<file path="src/rtl/rs232_transmitter_pkg.sv">
// rtl/rs232_transmitter_pkg.sv - shared encodings and helpers for the RS232 serial blocks
package rs232_transmitter_pkg;

    // Frame sequencer states, shared with the receiver side
    typedef enum logic [2:0] {
        ST_IDLE   = 3'd0,
        ST_POP    = 3'd1,
        ST_LOAD   = 3'd2,
        ST_START  = 3'd3,
        ST_DATA   = 3'd4,
        ST_PARITY = 3'd5,
        ST_STOP   = 3'd6
    } tx_state_t;

    localparam int PARITY_NONE = 0;
    localparam int PARITY_ODD  = 1;
    localparam int PARITY_EVEN = 2;

    // Clocks per bit period; truncating division, result must be >= 2
    function automatic int calc_div(input int clk_freq_hz, input int baud_rate);
        return clk_freq_hz / baud_rate;
    endfunction

endpackage

</file>
<file path="src/rtl/rs232_transmitter_baud_generator.sv">
// rtl/rs232_transmitter_baud_generator.sv - free-running bit-period tick generator with realign
module baud_generator #(
    parameter int DIV = 434
) (
    input  logic clk,
    input  logic clear_n,
    input  logic restart,
    output logic bit_tick
);

    localparam int CW = $clog2(DIV * 2);

    logic [CW-1:0] r_cnt;

    // Count 0..DIV-1 and wrap; restart forces the next cycle to be count 0
    always_ff @(posedge clk or negedge clear_n) begin
        if (!clear_n) begin
            r_cnt <= '0;
        end else if (restart || (r_cnt == CW'(DIV - 1))) begin
            r_cnt <= '0;
        end else begin
            r_cnt <= r_cnt + CW'(1);
        end
    end

    assign bit_tick = (r_cnt == CW'(DIV - 1));

endmodule

</file>
<file path="src/rtl/rs232_transmitter.sv">
// rtl/rs232_transmitter.sv - fifo-fed RS232 frame transmitter (start/data/parity/stop)
module rs232_transmitter
    import rs232_transmitter_pkg::*;
#(
    parameter int CLK_FREQ_HZ = 50000000,
    parameter int BAUD_RATE   = 115200,
    parameter int DATA_BITS   = 8,
    parameter int PARITY      = 0,
    parameter int STOP_BITS   = 1
) (
    input  logic       clk,
    input  logic       clear_n,
    input  logic       enable,
    input  logic       fifo_empty,
    input  logic [7:0] fifo_data,
    output logic       fifo_pop_clock,
    output logic       tx,
    output logic       busy,
    output logic       byte_done
);

    localparam int DIV      = calc_div(CLK_FREQ_HZ, BAUD_RATE);
    localparam int CW       = $clog2(DIV * 2);
    localparam int STOP_LEN = STOP_BITS * DIV;

    tx_state_t              r_state;
    logic                   r_tx;
    logic                   r_pop;
    logic                   r_busy;
    logic                   r_done;
    logic                   r_pop_cnt;
    logic [2:0]             r_bit_cnt;
    logic [CW-1:0]          r_stop_cnt;
    logic [DATA_BITS-1:0]   r_shift;
    logic                   r_parity;

    logic                   w_bit_tick;
    logic                   w_restart;

    // Realign the bit clock while loading so START gets a full DIV-cycle period
    assign w_restart = (r_state == ST_LOAD);

    baud_generator #(
        .DIV (DIV)
    ) u_baud_generator (
        .clk      (clk),
        .clear_n  (clear_n),
        .restart  (w_restart),
        .bit_tick (w_bit_tick)
    );

    // Frame sequencer; tx/pop/busy/byte_done are set alongside the state they belong to
    always_ff @(posedge clk or negedge clear_n) begin
        if (!clear_n) begin
            r_state    <= ST_IDLE;
            r_tx       <= 1'b1;
            r_pop      <= 1'b0;
            r_busy     <= 1'b0;
            r_done     <= 1'b0;
            r_pop_cnt  <= 1'b0;
            r_bit_cnt  <= '0;
            r_stop_cnt <= '0;
            r_shift    <= '0;
            r_parity   <= 1'b0;
        end else begin
            r_done <= 1'b0;
            case (r_state)
                ST_IDLE: begin
                    r_tx <= 1'b1;
                    if (enable && !fifo_empty) begin
                        r_state   <= ST_POP;
                        r_pop     <= 1'b1;
                        r_pop_cnt <= 1'b0;
                        r_busy    <= 1'b1;
                    end
                end
                ST_POP: begin
                    if (r_pop_cnt) begin
                        r_state <= ST_LOAD;
                        r_pop   <= 1'b0;
                    end else begin
                        r_pop_cnt <= 1'b1;
                    end
                end
                ST_LOAD: begin
                    r_shift  <= fifo_data[DATA_BITS-1:0];
                    r_parity <= (PARITY == PARITY_ODD) ? ~^fifo_data[DATA_BITS-1:0]
                                                       : ^fifo_data[DATA_BITS-1:0];
                    r_state  <= ST_START;
                    r_tx     <= 1'b0;
                end
                ST_START: begin
                    if (w_bit_tick) begin
                        r_state   <= ST_DATA;
                        r_tx      <= r_shift[0];
                        r_bit_cnt <= '0;
                    end
                end
                ST_DATA: begin
                    if (w_bit_tick) begin
                        if (r_bit_cnt == 3'(DATA_BITS - 1)) begin
                            if (PARITY != PARITY_NONE) begin
                                r_state <= ST_PARITY;
                                r_tx    <= r_parity;
                            end else begin
                                r_state    <= ST_STOP;
                                r_tx       <= 1'b1;
                                r_stop_cnt <= '0;
                            end
                        end else begin
                            r_shift   <= r_shift >> 1;
                            r_tx      <= r_shift[1];
                            r_bit_cnt <= r_bit_cnt + 3'd1;
                        end
                    end
                end
                ST_PARITY: begin
                    if (w_bit_tick) begin
                        r_state    <= ST_STOP;
                        r_tx       <= 1'b1;
                        r_stop_cnt <= '0;
                    end
                end
                ST_STOP: begin
                    // Stop length is counted directly so byte_done lands in the last cycle
                    if (r_stop_cnt == CW'(STOP_LEN - 1)) begin
                        r_state <= ST_IDLE;
                        r_busy  <= 1'b0;
                    end else begin
                        r_stop_cnt <= r_stop_cnt + CW'(1);
                        if (r_stop_cnt == CW'(STOP_LEN - 2)) begin
                            r_done <= 1'b1;
                        end
                    end
                end
                default: begin
                    r_state <= ST_IDLE;
                    r_tx    <= 1'b1;
                    r_pop   <= 1'b0;
                    r_busy  <= 1'b0;
                end
            endcase
        end
    end

    assign tx             = r_tx;
    assign fifo_pop_clock = r_pop;
    assign busy           = r_busy;
    assign byte_done      = r_done;

endmodule

</file>
<file path="config.mk">
export PLATFORM = sky130hd
export DESIGN_NAME = rs232_transmitter
export DESIGN_NICKNAME = d
export VERILOG_FILES = /design/src/rtl/rs232_transmitter_pkg.sv /design/src/rtl/rs232_transmitter_baud_generator.sv /design/src/rtl/rs232_transmitter.sv
export SDC_FILE = /design/constraint.sdc
export NUM_CORES = 1
export LEC_CHECK = 0
export BUFFER_PORTS_ARGS = -buffer_cell sky130_fd_sc_hd__buf_4
export CAP_MARGIN = 5
export CORE_AREA = 2 2 74 55
export DETAILED_ROUTE_END_ITERATION = 12
export DIE_AREA = 0 0 76 57
export GPL_TIMING_DRIVEN = 0
export PLACE_DENSITY_LB_ADDON = 0.3
export SLEW_MARGIN = 20
export SYNTH_ARGS = -nofsm -noshare
export SYNTH_HDL_FRONTEND = slang
export SYNTH_SLANG_ARGS = --single-unit
</file>
<file path="constraint.sdc">
create_clock -name clk -period 3.1 [get_ports clk]
set_clock_uncertainty 0.1 [all_clocks]
set_input_delay 0.155 -clock clk [delete_from_list [all_inputs] [get_ports clk]]
set_output_delay 0.155 -clock clk [all_outputs]
set_load 0.01 [all_outputs]
</file>
# After elaboration in Yosys (flattened, before gate mapping)
# Index checks and enable logic that the tools add are counted.
totals:
  reg_bits: 39
  input_bits: 12
  wordCells: 90
classes:
  add_sub_neg: 3
  n_eq_ne: 19
  muxes: 36
  n_bitwise: 3
  reduce_logical: 19
op_table:
  columns: ["op", "count"]
  rows:
  - ["$mux 10", 5]
  - ["$eq 10x9->1 const B", 3]
  - ["$mux 3", 10]
  - ["$pmux 10 s3", 1]
  - ["$pmux 3 s7", 1]
  - ["$add 10x1->10 const B", 2]
  - ["$mux 8", 2]
  - ["$pmux 8 s2", 1]
  - ["$eq 3x3->1 const B", 4]
  - ["$ne 2x2->1 const B", 6]
  - ["$mux 1", 11]
  - ["$reduce_or 5->1", 2]
  - ["$reduce_and 3->1", 3]
  - ["$reduce_and 4->1", 2]
  - ["$reduce_and 7->1", 1]
  - ["$eq 3x2->1 const B", 2]
  - ["$ne 2x1->1 const B", 3]
  - ["$pmux 1 s3", 2]
  - ["$pmux 3 s2", 1]
  - ["$reduce_bool 2->1", 3]
  - ["$pmux 1 s5", 1]
  - ["$reduce_and 5->1", 1]
  - ["$add 3x1->3 const B", 1]
  - ["$eq 3x1->1 const B", 1]
  - ["9 further kinds", 11]

# Depth between registers and ports, before layout
# Gate-level depths: netlist of run 1.
depth:
  depth_word: 4
  ltp_mapped: 6

# Modules after synthesis
# From an unflattened synthesis of run 1, not the netlist that was laid out.
hier_totals:
  cells_unflattened: 224
  area_unflattened_um2: 2198.4
by_module_without_submodules:
  columns: ["mod", "instances", "cells_each", "area_per_inst_um2"]
  rows:
  - ["rs232_transmitter", 1, 178, 1662.8]
  - ["baud_generator", 1, 46, 535.5]

# Worst setup path after synthesis of run 1
# OpenSTA, ideal clock, no wires.
synth_timing:
  path_kind: "flip-flop to flip-flop"
  startpoint: "register r_bit_cnt[0]"
  endpoint: "register r_shift[0]"
  setup_time_ns: 0.125
  arrival_ns: 1.672
  t_required_ns: 2.875
  path_slack_ns: 1.203
  stages_incl_launch_ff: 7
  period_less_slack_ns: 1.897
  cell_sequence: "dfrtp_1 -> ha_1 -> ha_1 -> nor4b_2 -> and4_4 -> nor2_4 -> mux2_4"
synth_via:
  elab_chain_cells: 3
synth_lines:
  columns: ["item", "line_no", "text"]
  rows:
  - ["start: declaration", "rs232_transmitter.sv:32", "logic [2:0] r_bit_cnt;"]
  - ["start signal: assignment", "rs232_transmitter.sv:113", "r_bit_cnt <= r_bit_cnt + 3'd1;"]
  - ["$eq 3x3->1", "rs232_transmitter.sv:101", "if (r_bit_cnt == 3'(DATA_BITS - 1)) begin"]
  - ["$ne 2x2->1 (no line)", null, null]
  - ["$reduce_and 3->1 (no line)", null, null]
  - ["end signal: assignment", "rs232_transmitter.sv:86", "r_shift <= fifo_data[DATA_BITS-1:0];"]
  - ["end signal: assignment", "rs232_transmitter.sv:111", "r_shift <= r_shift >> 1;"]
  - ["end: declaration", "rs232_transmitter.sv:34", "logic [DATA_BITS-1:0] r_shift;"]
# No other way between the ends.
# A chain may end at the register's enable or synchronous reset.

# Worst setup path after layout of run 1
layout_timing:
  startpoint: "register r_bit_cnt[0]"
  endpoint: "register r_shift[5]"
# The elaborated chain is that of the path after synthesis.

==> results.json, run 1 <==
{
  "synth_edf_count": 0,
  "setup_viol": 0,
  "grt_usage_pct": 20.9,
  "layout.cells.non_filler": 267,
  "pwr-share-seq_pct": 58.6,
  "grt_pass1_vias": 1529,
  "fp.dieW_um": 76,
  "crit_path_top_delay_cell": "dfrtp_1",
  "die_h_um": 57,
  "min_from": "fifo_data[1]",
  "power.internal_uw": 687,
  "critPathKind": "reg -> reg",
  "ios": 16,
  "p_clk_share_pct": 37.5,
  "post-route-drc-count": 0,
  "grt_max_degree": 40,
  "path_buf_inv": 0,
  "syn_avg_cell_area_um2": 11.0,
  "path_clk_slew_ns": 0.07,
  "ctsRootBufferMaster": "clkbuf_8",
  "ir_drop_mv": 0.292,
  "cts_tree": "built",
  "dr.pass1.iters": 4,
  "worstSetupEndpointType": "flop",
  "grt-ovfl-total": 0,
  "p_sw_share_pct": 22.0,
  "worst_pin_slew_ns": 0.582,
  "timing.rr.start": "r_bit_cnt[0]",
  "rr_worst_depth": 6,
  "clock_latency_ns": 0.29,
  "ys_seq_area_share_pct": 46.6,
  "min_to": "r_shift[1]",
  "wl_um": 4160,
  "grt_setup_unrepaired": "false",
  "timing.rr.end": "r_shift[5]",
  "layout_common_cells": "38 x dfrtp_1, 25 x nor2_1, 16 x buf_4",
  "path_cells": "ha_1 > ha_1 > nor4b_2 > and4_4 > nor2_4 > mux2_4",
  "comb_power_share_pct": 3.9,
  "diodes": 0,
  "timing.final.crit_share_pct": 66.2,
  "area_growth_pct": 12.9,
  "p_leak_uw": 0.00111,
  "maxSlewViolCount": 0,
  "cts_max_path_buffers": 2,
  "syn_nets": 210,
  "synthArstFlopShare_pct": 100,
  "drv_cap": 0,
  "clkSinkCount": 39,
  "start_kind": "flop",
  "min_period_ns": 2.05,
  "r2r_setup_slack_ns": 1.05,
  "cp_common_cell": "ha_1",
  "worst_slew_margin_rel_pct": 60.8,
  "required_ns": 3.18,
  "numCtsBuffers": 5,
  "initial_core_util_pct": 56.9,
  "htree_levels": 2,
  "fin_tns_setup_ns": 0,
  "routed-via-count": 1550,
  "dp_hpwl_um": 2920,
  "hold_path_class": "in -> reg",
  "ys_ff_latch": 39,
  "post-route-util_pct": 64.3,
  "power.density_nw_per_um2": 372,
  "crit_start": "r_bit_cnt[0]",
  "dp_cells": 258,
  "multi_input_area_um2": 1060,
  "path_max_fanout": 8,
  "holdPathStages": 3,
  "core-area_um2": 3680,
  "drt_iter0_drc": 118,
  "cp.arrival_ns": 2.13,
  "syn_area_um2": 2100,
  "cp.depth": 6,
  "grt_pass1_wl_um": 7130,
  "fp-row-count": 19,
  "place.gp.congestion": 0.828,
  "yosys_warnings": 0,
  "layout-drive-gt1-share_pct": 23.7,
  "port_buffers": 15,
  "synth_cells": 191,
  "nFillCells": 299,
  "postRouteAntennaNets": 0,
  "die-area_um2": 4330,
  "drt-wirelength-per-cell_um": 15.6,
  "max_stage_delay_ns": 0.40,
  "nNetsFinal": 233,
  "critPathTopFamily": "simple AND/OR/NAND/NOR gates",
  "regArea_um2": 977,
  "synth-main-ff-cell": "dfrtp_1",
  "power_switching_uw": 194,
  "max_freq_ghz": 0.488,
  "status": "finished, final reports clean",
  "hold_viol": 0,
  "ys_types": 51,
  "grt_antenna_before_repair": 0,
  "power_uw": 881,
  "cts_resized": 0,
  "final_common_cell": "dfrtp_1",
  "viasPerCell": 5.81
}
-- final cells by class --
| type | count | area share (%) |
|---|---|---|
| tap | 52 | 2.75 |
| inverter | 10 | 1.58 |
| timing repair buffer | 16 | 5.18 |
| sequential | 39 | 41.3 |
| clock inverter | 3 | 0.634 |
| clock buffer | 5 | 2.91 |
| multi-input combinational | 138 | 44.8 |
| buffer | 4 | 0.898 |
-- cell families (layout without fill, tap and decap cells) --
family,after synthesis,count (layout),synth area share [%]
buffers and inverters,14,38,2.80
DFF,39,39,46.6
AOI/OAI and AO/OA,27,27,9.91
and+or+nand+nor,75,75,21.5
muxes,16,16,9.55
xor gates and xnor gates,13,13,5.43
adders and majority gates,7,7,4.18
-- worst min-delay path, cell delays in order --
cell and delay, ns:
buf_4 0.08, mux2i_1 0.05, mux2i_1 0.12
-- timing repair --
| action | in CTS | in global routing |
|---|---|---|
| buffers inserted | 0 | 0 |
| hold buffers | 1 | 0 |
| endpoints found under the hold margin | 38 | 0 |
-- sequential cells by signal, indices dropped and copies added, names as in the netlist --
signal                  count
u_baud_generator.r_cnt     10
r_pop_cnt                   1
r_stop_cnt                 10
r_bit_cnt                   3
busy                        1
byte_done                   1
r_shift                     8
fifo_pop_clock              1
tx                          1
r_state                     3
-- layer usage --
| layer | GRT usage, % | routed length, um |
|---|---|---|
| met2 | 34.4 | 2030 |
| met5 | 0 | 0 |
| met4 | 5.71 | 36 |
| met3 | 6.65 | 211 |
| met1 | 27.3 | 1880 |
-- cells in the mapped netlist, types with 4 or more instances --
library cell  number  area, um2
xnor2_1            7       61.3
mux2_2             8       90.1
dfrtp_1           38        951
mux2_4             6       90.1
inv_1             10       37.5
nand3_1            6       30.0
o21ai_0            4       20.0
nor2_1            25       93.8
ha_1               7       87.6
nor3_1             8       40.0
nand2_1            6       22.5
nand2b_1           4       25.0
a211oi_1           4       30.0
xor2_1             6       52.6
-- metrics by stage --
stage / instance area [um2] / worst slack [ns] / hold WS (ns)
global placement: 2270 / 1.10 / 0.0395
detailed placement: 2270 / 1.04 / 0.0534
floorplan: 2100 / 1.20 / -0.241
finish: 2370 / 1.05 / 0.0557
CTS: 2370 / 1.04 / 0.0534
global route: 2370 / 0.932 / 0.0822
-- power groups by stage --
stage | Sequential (uW) | Combinational, uW | Clock [uW]
after CTS | 516 | 35.1 | 336
after global routing | 517 | 38.7 | 360
after floorplan | 526 | 12.3 | 0
final | 516 | 34.2 | 330
after global placement | 526 | 32.2 | 0
after detailed placement | 526 | 33.9 | 0
-- how the worst max path moves through the flow --
| stage | end | slack (ns) |
|---|---|---|
| floorplan | r_shift[0] | 1.20 |
| global placement | r_shift[5] | 1.10 |
| detailed placement | r_shift[6] | 1.04 |
| CTS | r_shift[0] | 1.04 |
| global route | r_shift[0] | 0.93 |
| finish | r_shift[5] | 1.05 |
Power figures use the tool's default switching activity.
==> inputs of run 2 (changes only) <==
Settings changed: CORE_AREA 2 2 74 55 to 2 2 79 58, DIE_AREA 0 0 76 57 to 0 0 81 60.
Clock period 3.1 ns to 1.8 ns, I/O delays scaled along.
==> run 2 against run 1 <==
Net effect: the run now ends with negative setup slack left; first-iteration DRC count up 29%; clock power increased by 99%; critical endpoint is now r_shift[6]; sequential cell count stayed put; hold slack got worse by 0.031 ns; critical path depth did not move; maximum frequency is 7.8% higher; wire length grew 7.1%; cell area is 7.4% higher; final cell count increased by 5.2%; count of clock-buffer cells in the layout increased by 3; worst setup slack worse by 1.2 ns; global-route usage fell by 0.63 points.
==> results.json, run 2 (synthesis gave the netlist of run 1 again) <==
{
  "worst_slew_margin_rel_pct": 66.5,
  "ctsRootBufferMaster": "clkbuf_8",
  "die_h_um": 60,
  "max_stage_delay_ns": 0.39,
  "cp.arrival_ns": 1.98,
  "ir_drop_mv": 0.418,
  "nNetsFinal": 244,
  "final_common_cell": "dfrtp_1",
  "power_uw": 1610,
  "timing.final.crit_share_pct": 106,
  "path_clk_slew_ns": 0.07,
  "die-area_um2": 4860,
  "layout-drive-gt1-share_pct": 31.4,
  "ios": 16,
  "grt-ovfl-total": 0,
  "fp.dieW_um": 81,
  "max_freq_ghz": 0.526,
  "post-route-util_pct": 61.3,
  "setup_viol": 8,
  "status": "finished with violations",
  "area_growth_pct": 21.4,
  "grt_pass1_vias": 1482,
  "grt_antenna_before_repair": 0,
  "start_kind": "flop",
  "reg_top3": "r_stop_cnt x10, u_baud_generator.r_cnt x10, r_shift x8",
  "fp-row-count": 20,
  "worst_pin_slew_ns": 0.502,
  "clock_latency_ns": 0.30,
  "cts_tree": "built",
  "crit_path_top_delay_cell": "dfrtp_1",
  "required_ns": 1.88,
  "rr_worst_depth": 6,
  "core-area_um2": 4150,
  "postRouteAntennaNets": 0,
  "routed-via-count": 1540,
  "drv_cap": 0,
  "wl_um": 4450,
  "diodes": 0,
  "critPathKind": "reg -> reg",
  "place.gp.congestion": 0.811,
  "dr.pass1.iters": 4,
  "grt_max_degree": 40,
  "cts_max_path_buffers": 2,
  "finalInstanceArea_um2": 2540,
  "cp.depth": 6,
  "worstSetupEndpointType": "flop",
  "port_buffers": 15,
  "dp_hpwl_um": 2850,
  "min_period_ns": 1.90,
  "grt_setup_unrepaired": "true",
  "path_buf_inv": 0,
  "htree_levels": 2,
  "hold_path_class": "in -> reg",
  "violations": "negative setup slack",
  "viasPerCell": 5.48,
  "placed_area_um2": 2300,
  "grt_pass1_wl_um": 7140,
  "maxSlewViolCount": 0,
  "path_max_fanout": 8,
  "grt_usage_pct": 20.3,
  "post-route-drc-count": 0,
  "numCtsBuffers": 5,
  "drt_iter0_drc": 152,
  "initial_core_util_pct": 50.5,
  "holdPathStages": 3,
  "critPathTopFamily": "simple AND/OR/NAND/NOR gates",
  "path_cells": "ha_2 > ha_4 > nor4b_4 > and4_4 > nor2_4 > mux2_4",
  "drt-wirelength-per-cell_um": 15.8,
  "p_leak_uw": 0.00117,
  "setup_slack_ns": -0.103,
  "hold_viol": 0,
  "clkSinkCount": 39,
  "power.density_nw_per_um2": 631,
  "layout_common_cells": "35 x dfrtp_1, 28 x buf_4, 24 x nor2_1",
  "fin_tns_setup_ns": -0.631
}
run 2: cell count changes in the layout (fill, tap and decap cells not counted), sizes merged:
cell    delta
clkinv     -3
clkbuf     +3
buf       +11
run 2: cell type report:
class / count / area, um2
Inverter: 10 / 37.5
Buffer: 3 / 22.5
Timing Repair Buffer: 28 / 225
Tap cell: 55 / 68.8
Fill cell: 366 / 1610
Sequential cell: 39 / 981
Clock buffer: 8 / 100
Multi-Input combinational cell: 138 / 1110
run 2: path summary, 6_finish.rpt:
check                              from         end  slack, ns
setup / recovery           r_bit_cnt[1]  r_shift[6]      -0.10
hold / removal             fifo_data[7]  r_shift[7]       0.02
setup reg to reg           r_bit_cnt[1]  r_shift[6]      -0.10
hold reg to reg              r_shift[7]  r_shift[7]       0.38
max in group asynchronous       clear_n  r_state[1]       1.02
min in group asynchronous       clear_n  r_shift[4]       0.20
run 2: layer usage:
metal / vias to the layer above / wire length, um / global-route usage, %
met4: 0 / 46 / 5.81
li1: 759 / - / -
met1: 747 / 2220 / 29.6
met5: - / 0 / 0
met3: 6 / 213 / 6.80
met2: 28 / 1980 / 28.7
run 2: timing repair:
action / 4_1_cts / 5_1_grt
pin swaps: 4 / 3
gates resized for setup: 3 / 11
buffers inserted: 5 / 7
endpoints found under the hold margin: 38 / 0
setup endpoints to repair: 24 / 35
hold buffers: 1 / 0
run 2: tightest hold or removal path, cell delays in order:
cell	delay, ns
buf_4	0.08
and3b_1	0.15
a21o_1	0.08
run 2: power by group:
part	internal [uW]	switching (uW)	total (uW)
Combinational	33.2	26.9	60.2
Clock	350	306	656
Sequential	885	4.90	890
run 2: through the flow:
| step | setup slack, ns | std cells | hold WS, ns |
|---|---|---|---|
| finish | -0.103 | 281 | 0.0245 |
| global route | -0.153 | 281 | 0.0206 |
| CTS | -0.0892 | 275 | 0.0174 |
| detailed placement | -0.189 | 261 | -0.00451 |
| global placement | -0.153 | 261 | -0.00989 |
| floorplan | -0.0557 | 191 | -0.306 |
